File: src/rtl/div_resv_station_pkg.sv
// Shared types and widths for the divide reservation station.
package div_resv_station_pkg;
  localparam int PREG_BITS = 6;
  localparam int ROB_BITS  = 5;
  localparam int NUM_BRU   = 4;
  localparam int BRU_BITS  = $clog2(NUM_BRU);

  typedef enum logic [2:0] {
    F3_DIV  = 3'b100,
    F3_DIVU = 3'b101,
    F3_REM  = 3'b110,
    F3_REMU = 3'b111
  } div_f3_t;

  typedef struct packed {
    logic                 valid;
    logic                 r1;
    logic                 r2;
    logic [PREG_BITS-1:0] ps1;
    logic [PREG_BITS-1:0] ps2;
    logic [PREG_BITS-1:0] pd;
    logic [4:0]           rd;
    logic [ROB_BITS-1:0]  rob_idx;
    div_f3_t              divop;
    logic [NUM_BRU-1:0]   br_mask;
  } div_rs_entry_t;
endpackage

File: src/rtl/div_resv_station_sel.sv
// Priority encoder: lowest set request bit wins (lowest index = oldest entry).
module rs_oldest_ready_sel #(
  parameter int DEPTH = 4
) (
  input  logic [DEPTH-1:0]         req,
  output logic                     found,
  output logic [$clog2(DEPTH)-1:0] idx
);
  localparam int IDX_W = $clog2(DEPTH);

  always_comb begin
    found = 1'b0;
    idx   = '0;
    for (int i = DEPTH - 1; i >= 0; i--) begin
      if (req[i]) begin
        found = 1'b1;
        idx   = IDX_W'(i);
      end
    end
  end
endmodule

File: src/rtl/div_resv_station.sv
// Compacting reservation station for DIV/DIVU/REM/REMU; issues the oldest
// entry whose sources are both ready, one per cycle, with no back-pressure.
module div_resv_station
  import div_resv_station_pkg::*;
#(
  parameter int DEPTH      = 4,
  parameter int WAKE_PORTS = 3
) (
  input  logic                            clk,
  input  logic                            rst,
  input  logic                            alloc_valid,
  output logic                            alloc_ready,
  input  logic [PREG_BITS-1:0]            alloc_ps1,
  input  logic [PREG_BITS-1:0]            alloc_ps2,
  input  logic                            alloc_ps1_rdy,
  input  logic                            alloc_ps2_rdy,
  input  logic [PREG_BITS-1:0]            alloc_pd,
  input  logic [4:0]                      alloc_rd,
  input  logic [ROB_BITS-1:0]             alloc_rob_idx,
  input  logic [2:0]                      alloc_divop,
  input  logic [NUM_BRU-1:0]              alloc_br_mask,
  input  logic [WAKE_PORTS-1:0]           wake_valid,
  input  logic [WAKE_PORTS*PREG_BITS-1:0] wake_pd,
  input  logic                            br_valid,
  input  logic                            br_mispred,
  input  logic [BRU_BITS-1:0]             br_idx,
  input  logic                            flush,
  output logic                            issue_valid,
  output logic [PREG_BITS-1:0]            issue_ps1,
  output logic [PREG_BITS-1:0]            issue_ps2,
  output logic [PREG_BITS-1:0]            issue_pd,
  output logic [4:0]                      issue_rd,
  output logic [ROB_BITS-1:0]             issue_rob_idx,
  output logic [2:0]                      issue_divop,
  output logic [NUM_BRU-1:0]              issue_br_mask
);
  localparam int IDX_W = $clog2(DEPTH);
  localparam int CNT_W = $clog2(DEPTH + 1);

  div_rs_entry_t    ent_q [DEPTH];
  div_rs_entry_t    ent_d [DEPTH];
  logic [CNT_W-1:0] count_q;
  logic [CNT_W-1:0] count_d;
  logic [DEPTH-1:0] rdy_vec;
  logic             sel_found;
  logic [IDX_W-1:0] sel_idx;

  // Preg 0 is hardwired ready at dispatch, so it never matches a broadcast.
  function automatic logic wake_hit(input logic [PREG_BITS-1:0]            p,
                                    input logic [WAKE_PORTS-1:0]           wv,
                                    input logic [WAKE_PORTS*PREG_BITS-1:0] wp);
    logic hit;
    hit = 1'b0;
    for (int k = 0; k < WAKE_PORTS; k++) begin
      if (wv[k] && (wp[k*PREG_BITS +: PREG_BITS] == p) && (p != '0)) hit = 1'b1;
    end
    return hit;
  endfunction

  always_comb begin
    for (int i = 0; i < DEPTH; i++) begin
      rdy_vec[i] = ent_q[i].valid & ent_q[i].r1 & ent_q[i].r2;
    end
  end

  rs_oldest_ready_sel #(.DEPTH(DEPTH)) u_sel (
    .req   (rdy_vec),
    .found (sel_found),
    .idx   (sel_idx)
  );

  assign issue_valid   = sel_found & ~rst;
  assign issue_ps1     = ent_q[sel_idx].ps1;
  assign issue_ps2     = ent_q[sel_idx].ps2;
  assign issue_pd      = ent_q[sel_idx].pd;
  assign issue_rd      = ent_q[sel_idx].rd;
  assign issue_rob_idx = ent_q[sel_idx].rob_idx;
  assign issue_divop   = ent_q[sel_idx].divop;
  assign issue_br_mask = ent_q[sel_idx].br_mask;

  // No credit for a same-cycle issue: full means full.
  assign alloc_ready = rst | (count_q != CNT_W'(DEPTH));

  always_comb begin
    div_rs_entry_t e;
    int            wr;
    for (int i = 0; i < DEPTH; i++) begin
      ent_d[i]       = ent_q[i];
      ent_d[i].valid = 1'b0;
    end
    wr = 0;
    // Survivors (not issued, not squashed) pack down in age order.
    for (int i = 0; i < DEPTH; i++) begin
      e = ent_q[i];
      if (wake_hit(e.ps1, wake_valid, wake_pd)) e.r1 = 1'b1;
      if (wake_hit(e.ps2, wake_valid, wake_pd)) e.r2 = 1'b1;
      if (br_valid && br_mispred && e.br_mask[br_idx]) e.valid = 1'b0;
      if (br_valid && !br_mispred) e.br_mask[br_idx] = 1'b0;
      if (sel_found && (sel_idx == IDX_W'(i))) e.valid = 1'b0;
      if (e.valid) begin
        ent_d[wr] = e;
        wr        = wr + 1;
      end
    end
    e.valid   = alloc_valid & alloc_ready & ~(br_valid & br_mispred & alloc_br_mask[br_idx]);
    e.r1      = alloc_ps1_rdy | wake_hit(alloc_ps1, wake_valid, wake_pd);
    e.r2      = alloc_ps2_rdy | wake_hit(alloc_ps2, wake_valid, wake_pd);
    e.ps1     = alloc_ps1;
    e.ps2     = alloc_ps2;
    e.pd      = alloc_pd;
    e.rd      = alloc_rd;
    e.rob_idx = alloc_rob_idx;
    e.divop   = div_f3_t'(alloc_divop);
    e.br_mask = alloc_br_mask;
    if (br_valid && !br_mispred) e.br_mask[br_idx] = 1'b0;
    if (e.valid && (wr < DEPTH)) begin
      ent_d[wr] = e;
      wr        = wr + 1;
    end
    count_d = CNT_W'(wr);
    if (flush) begin
      for (int i = 0; i < DEPTH; i++) ent_d[i].valid = 1'b0;
      count_d = '0;
    end
  end

  always_ff @(posedge clk) begin
    if (rst) begin
      for (int i = 0; i < DEPTH; i++) ent_q[i].valid <= 1'b0;
      count_q <= '0;
    end else begin
      for (int i = 0; i < DEPTH; i++) ent_q[i] <= ent_d[i];
      count_q <= count_d;
    end
  end
endmodule

File: config.mk
export PLATFORM = sky130hd
export DESIGN_NAME = div_resv_station
export DESIGN_NICKNAME = d
export VERILOG_FILES = /design/src/rtl/div_resv_station_pkg.sv /design/src/rtl/div_resv_station_sel.sv /design/src/rtl/div_resv_station.sv
export SDC_FILE = /design/constraint.sdc
export NUM_CORES = 1
export LEC_CHECK = 0
export ABC_CLOCK_PERIOD_IN_PS = 9800
export BUFFER_PORTS_ARGS = -buffer_cell sky130_fd_sc_hd__buf_4
export CAP_MARGIN = 20
export CORE_MARGIN = 8
export CORE_UTILIZATION = 57
export DETAILED_ROUTE_END_ITERATION = 7
export GPL_TIMING_DRIVEN = 0
export HOLD_SLACK_MARGIN = 0.05
export PLACE_DENSITY_LB_ADDON = 0.08
export SYNTH_ARGS = -nofsm -noshare
export SYNTH_HDL_FRONTEND = slang
export SYNTH_HIERARCHICAL = 1
export SYNTH_SLANG_ARGS = --single-unit
File: constraint.sdc
create_clock -name clk -period 9.8 [get_ports clk]
set_input_delay 0.98 -clock clk [delete_from_list [all_inputs] [get_ports clk]]
set_output_delay 0.98 -clock clk [all_outputs]
set_load 0.005 [all_outputs]
Yosys cells after proc, flatten, opt, wreduce, memory -nomap -nowiden
Memory sizes are Yosys's and may differ from the RTL's. Index checks and enable logic that the tools add are counted.

Register bits after elaboration: 3. Memory bits (writable): 152. Input port bits: 66. Output and inout bits: 37. Logic and storage cells: 276. Memories kept: 1.

Add/subtract/negate cells: 4. Magnitude comparators: 11. Equal/unequal tests: 34. Muxes and demuxes: 104. Bitwise gates (word level): 32. Reduce and logical (&&, ||, !) cells: 89.

Memory list: ent_q (words 4, width 38, read ports 5, clocked after Yosys merged registers in 0, wr ports 4, RTL line div_resv_station.sv:40) `div_rs_entry_t ent_q [DEPTH];`.

Operators with widths (count): bitwise mux 152 bit (4); two-way mux 152 bit (4); demux 38 bit (select 2 bit) (4); two-way mux 38 bit (5); equality test 6 bit (30); >= comparator 32 x 3 -> 1 bit (second input constant) (4); < comparator 32 x 1 -> 1 bit (second input constant) (4); NOT 32 bit (4); adder 32 x 2 -> 32 bit (second input constant) (3); two-way mux 32 bit (3); logical AND 1 bit (76); two-way mux 1 bit (68); nonzero test 6 bit (10); < comparator 32 x 4 -> 1 bit (second input constant) (1); AND 4 bit (5); two-way mux 4 bit (5); AND 1 bit (13); binary-select mux 1 bit (select 2 bit) (5); two-way mux 2 bit (4); bitwise OR 1 bit (7); equality test 2 bit (second input constant) (2); NOT 4 bit (1); adder 3 x 2 -> 3 bit (second input constant) (1); < comparator 2 x 3 -> 1 bit (second input constant) (1); 9 further kinds (10).

Logic depth before layout (Yosys ltp)
An unclocked memory read counts as a cell.

Depth after elaboration: 26. Gate-level depth with buffers: 23.

Hierarchy
The synthesis kept the hierarchy.

Modules (own cells, without submodules): div_resv_station (instances 1, cells each 1386, area an instance 12877.4 um^2, sequential area each 4584.4 um^2); rs_oldest_ready_sel (instances 1, cells each 7, area an instance 35.0 um^2, sequential area each 0.0 um^2).

Least setup slack after synthesis
OpenSTA, ideal clock, no wires.

Path type: input port to flip-flop. From: input port rst. To: memory ent_q[1][23] (netlist name), data pin. Arrival: 5.391 ns. Data required time: 9.538 ns. Setup slack: 4.148 ns. Cell stages on the path: 10. Path through: inv_1 > nand3_1 > nand2_1 > nor4_4 > and2_0 > buf_2 > buf_6 > buf_6 > nand2_1 > o21ai_0.

RTL lines: start: declaration (RTL line div_resv_station.sv:10) `input logic rst,`; end: declaration (RTL line div_resv_station.sv:40).

==> run summary <==
Counting I/O delays and the setup requirement, the final critical path takes 6.61 ns. Counting cells, the worst reg-to-reg path comes to 21. In the post-synthesis netlist, the biggest area contributors are sky130_fd_sc_hd__edfxtp_1 (34%), sky130_fd_sc_hd__mux2i_1 (10%), sky130_fd_sc_hd__mux4_2 (6.6%). The initial utilization of the core area, before any placement, comes to 57.6%. After detailed routing, the number of remaining DRC violations is 0. Summed over its instances, the top area cell type makes up 34.4% of the synthesized netlist area. The number of register bits inferred by synthesis is 155, and the mux cell area share after synthesis is 16.9%. The longest clock path from root to sink contains 2 buffers.

The run gives 0.911 as the final estimated routing congestion in global placement. For this run, the leading register cell type out of synthesis is sky130_fd_sc_hd__edfxtp_1. TritonCTS built the clock tree. The initial antenna violation count was 1. After synthesis, the most frequently instantiated cells are sky130_fd_sc_hd__edfxtp_1 (148), sky130_fd_sc_hd__o21ai_0 (139), sky130_fd_sc_hd__nand2_1 (132), sky130_fd_sc_hd__mux2i_1 (131), sky130_fd_sc_hd__nor2_1 (96). The path type of the worst setup path was reg2reg.

In this run the worst hold path is classified as reg2reg. In this run the mean area of a mapped cell was 9.27 um^2. The total of warnings raised by yosys was 6. The number of cells after detailed placement came out at 1748. Among the stages of the critical path, the cell type that occurs most often is sky130_fd_sc_hd__nor2_1. The number of buffers and inverters on the critical path is 6. The die extent in y was 167 um.

After clock tree synthesis, the clock-pin slew on the worst setup and hold paths is 0.08 ns. Cell with the largest stage delay on the worst path: sky130_fd_sc_hd__clkbuf_1. The internal power of the cells totals 1.30 mW.

Detailed routing inserted a total of 11.8k vias. The number of nets in the synthesized netlist is 1472. For this design the total switching power over the nets is 574 uW. The largest area contributor in the synthesized netlist is sky130_fd_sc_hd__edfxtp_1. The initial detailed-routing violation count is 1541, and the number of hold-repair buffers added at the cts stage is 0. The worst register-to-register path ends at ent_q[0][29]. The number of flops mapped to enable cells by yosys was 148; the mapped cell area was 12900 um^2. In the final timing run, aggregate negative setup slack is 0 ns.

Walking the worst path, the cells encountered are inv_1 -> nor3_1 -> nor2_1 -> nor3_1 -> clkbuf_1 -> nand2b_1 -> o221ai_1 -> or2_2 -> buf_2 -> inv_1 -> ha_1 -> nand3_1 -> a211oi_2 -> inv_2 -> ha_1 -> nor2_1 -> nor4_1 -> nor2_1 -> clkbuf_1 -> a22oi_1 -> o21ai_0. In this run the top signal layer used is met4. The tree is rooted in a sky130_fd_sc_hd__clkbuf_16. The tools report the number of global-route vias before repair as 11.3k. The net switching fraction of the power came out at 30.6%. The run finished with clean final reports. The final worst slack came out at 3.19 ns.

The run gives 28400 um as the placed wire-length estimate. The number of unique standard cell types used by synthesis came out at 56. Global routing used 29.7% of the available tracks. The floorplan step defined a die boundary enclosing 27700 um^2. Data on the critical path arrives at its endpoint at 6.90 ns.

The total cell area at the placement stage came out at 13800 um^2. The synthesized netlist devotes 15.1% of its cell area to compound gates. Setup repair after global routing left no endpoint under its margin.

The first TritonRoute pass finished after 6 iterations. The routed design uses 19900 um of met2 wire. Quantity of I/O buffers inserted on ports: 69.

For the required arrival time at the worst endpoint, the log shows 10.08 ns. Of the total power, registers draw 43.4%. In the final routed layout, each cell accounts on average for 24.1 um. For this run, the register share of the synthesized area comes to 35.5%.

Max-cap violations in this run came to 0. The logs give 0.0105 ns for the worst clock skew and 22400 um^2 for the core region area. Summing all non-filler instances in the final layout gives an area of 14400 um^2.

The run gives 20.3% as the portion of total power attributed to combinational logic. The clock network accounts for 36.4% of the total power. For the total power of the final layout, the log shows 1.88 mW. The run gives 5.32 nW as the static leakage. The worst-case IR drop observed on VDD is 0.139 mV. The simple-gate share of the synthesized area works out to 13.1%.

The sum of routed wire segments on met1 was 16800 um; the share of synthesized registers carrying an async set or reset was 0%. STA classifies the critical path startpoint as a register. The number of buffers inserted by post-CTS setup repair is 0, and the fill cell total of the finished layout is 1927. Along the worst path, the maximum fanout reaches 10. The reg-to-reg setup timing slack was 3.19 ns; the count of standard-cell rows was 55. The global-route wire length before repair was 64800 um. The area growth from synthesis to layout came out at 11.6%. The launch point of the worst reg-to-reg path is ent_q[2][37].

The power per standard cell area is 130 nW/um^2. The synthesized-area fraction occupied by adder cells was 1.32%. On the critical path the largest part of the delay comes from simple AND/OR/NAND/NOR gates. The clock reaches the later pin of the worst-skew pair after 0.44 ns. The post-route netlist has 13.2% of its cells at a drive strength greater than 1. Timing analysis after detailed placement gives a worst setup slack of 3.53 ns.

Yosys instantiated no cell more often than sky130_fd_sc_hd__edfxtp_1. Clock tree synthesis inserted a total of 17 buffers. The tools report the routed length on met3 as 4360 um. The final layout contains 1561 nets. The number of antenna-violating nets in the routed design is 0, and the count of cells along the worst hold path is 2.

The horizontal die dimension was 167 um; the setup-violating endpoint count in the final report was 0. The hold-critical path endpoint is ent_q[0][11]. The via density per instance works out to 6.62. The tools report the maximum clock frequency as 0.151 GHz. The tools report the number of top-level pins as 103. Dividing the final minimum period by the clock period gives 67.5%. For the number of endpoints with negative hold slack in the final report, the log shows 0.

The worst setup path is captured at a register. The run gives 64.2% as the post-route core utilization. The biggest cell delay along the critical path was 0.78 ns; the worst hold slack across all endpoints was 0.662 ns.

The logs give 0 for the number of cells upsized or downsized after cts and 0 for the total overflow reported by the global router. Wires add up to 42900 um. Clock tree synthesis found a total of 155 sinks.

Entering global routing, the biggest net connects 86 pins. The H-tree generated during clock tree synthesis spans 4 levels. The run gives 1393 as the number of instances in the synthesized netlist.

After the flow finishes, the layout carries non-filler instances totaling 1780. Summing the areas of all xor and xnor instances in the mapped netlist gives 12.3% of the synthesized area. At the pin with the least slew margin, the transition time is 1.18 ns. By area, the combinational part of the netlist is dominated by multiplexers. The logs give 0 for the final max-slew violation count and 20.7% for the worst slew margin relative to its limit. In this run the most critical hold path is launched from ent_q[3][11].
## worst register-to-register path, stage by stage (launching register included)
cell and delay, ns:
sky130_fd_sc_hd__dfxtp_1 0.33, sky130_fd_sc_hd__inv_1 0.08, sky130_fd_sc_hd__nor3_1 0.35, sky130_fd_sc_hd__nor2_1 0.11, sky130_fd_sc_hd__nor3_1 0.24, sky130_fd_sc_hd__clkbuf_1 0.78, sky130_fd_sc_hd__nand2b_1 0.21, sky130_fd_sc_hd__o221ai_1 0.16
sky130_fd_sc_hd__or2_2 0.33, sky130_fd_sc_hd__buf_2 0.21, sky130_fd_sc_hd__inv_1 0.24, sky130_fd_sc_hd__ha_1 0.35, sky130_fd_sc_hd__nand3_1 0.14, sky130_fd_sc_hd__a211oi_2 0.48, sky130_fd_sc_hd__inv_2 0.15, sky130_fd_sc_hd__ha_1 0.31
sky130_fd_sc_hd__nor2_1 0.28, sky130_fd_sc_hd__nor4_1 0.13, sky130_fd_sc_hd__nor2_1 0.76, sky130_fd_sc_hd__clkbuf_1 0.56, sky130_fd_sc_hd__a22oi_1 0.14, sky130_fd_sc_hd__o21ai_0 0.12
## state kept, by name, summed over array words and instances, names as in the netlist
signal / flops
ent_q: 152
count_q: 3
## layer usage
layer,GRT usage [%],vias to the layer above
met4,15.2,0
met1,38.5,5594
li1,-,5249
met2,47.6,801
met5,0,-
met3,4.61,142
## cells by family after synthesis
kind of cell               Yosys count
adders and majority gates           13
muxes                              170
buffers and inverters              174
DFF                                155
xor gates and xnor gates           182
and+or+nand+nor                    363
AOI/OAI and AO/OA                  336
## power groups by stage
stage	Sequential, mW	Clock [mW]	Combinational (mW)
floorplan	0.821	0	0.258
global placement	0.831	0	0.360
detailed placement	0.828	0	0.370
CTS	0.813	0.679	0.372
global route	0.819	0.704	0.408
finish	0.814	0.683	0.380
## worst max-delay path by stage
stage                       from      endpoint  cells past startpoint
global placement             rst  ent_q[0][25]                      9
CTS                 ent_q[2][37]  ent_q[0][25]                     21
finish              ent_q[2][37]  ent_q[0][29]                     21
global route        ent_q[2][37]  ent_q[0][30]                     21
detailed placement  ent_q[2][36]  ent_q[0][31]                     21
floorplan                    rst  ent_q[1][23]                     10
## cells in the final DEF, fill, tap and decap left out, types with 34 or more instances in the layout
cell                       instances
sky130_fd_sc_hd__nor4_1           34
sky130_fd_sc_hd__nor2_1           96
sky130_fd_sc_hd__xnor2_1          92
sky130_fd_sc_hd__xor2_1           90
sky130_fd_sc_hd__nand2_1         132
sky130_fd_sc_hd__mux2i_1         131
sky130_fd_sc_hd__a22oi_1          39
sky130_fd_sc_hd__clkbuf_1         91
sky130_fd_sc_hd__edfxtp_1        148
sky130_fd_sc_hd__mux4_2           38
sky130_fd_sc_hd__buf_4            72
sky130_fd_sc_hd__o21ai_0         139
sky130_fd_sc_hd__a21oi_1          91
## area by class of cell
class / count / area (um^2) / area share [%]
Multi-Input combinational cell: 1064 / 7590 / 52.7
Sequential cell: 155 / 4580 / 31.8
Inverter: 14 / 57.6 / 0.400
Timing Repair Buffer: 70 / 546 / 3.79
Clock inverter: 14 / 156 / 1.09
Buffer: 160 / 684 / 4.75
Clock buffer: 17 / 425 / 2.95
Tap cell: 285 / 357 / 2.48
Antenna cell: 1 / 2.50 / 0.0174
Note: power is estimated with default switching activity, not from simulation.
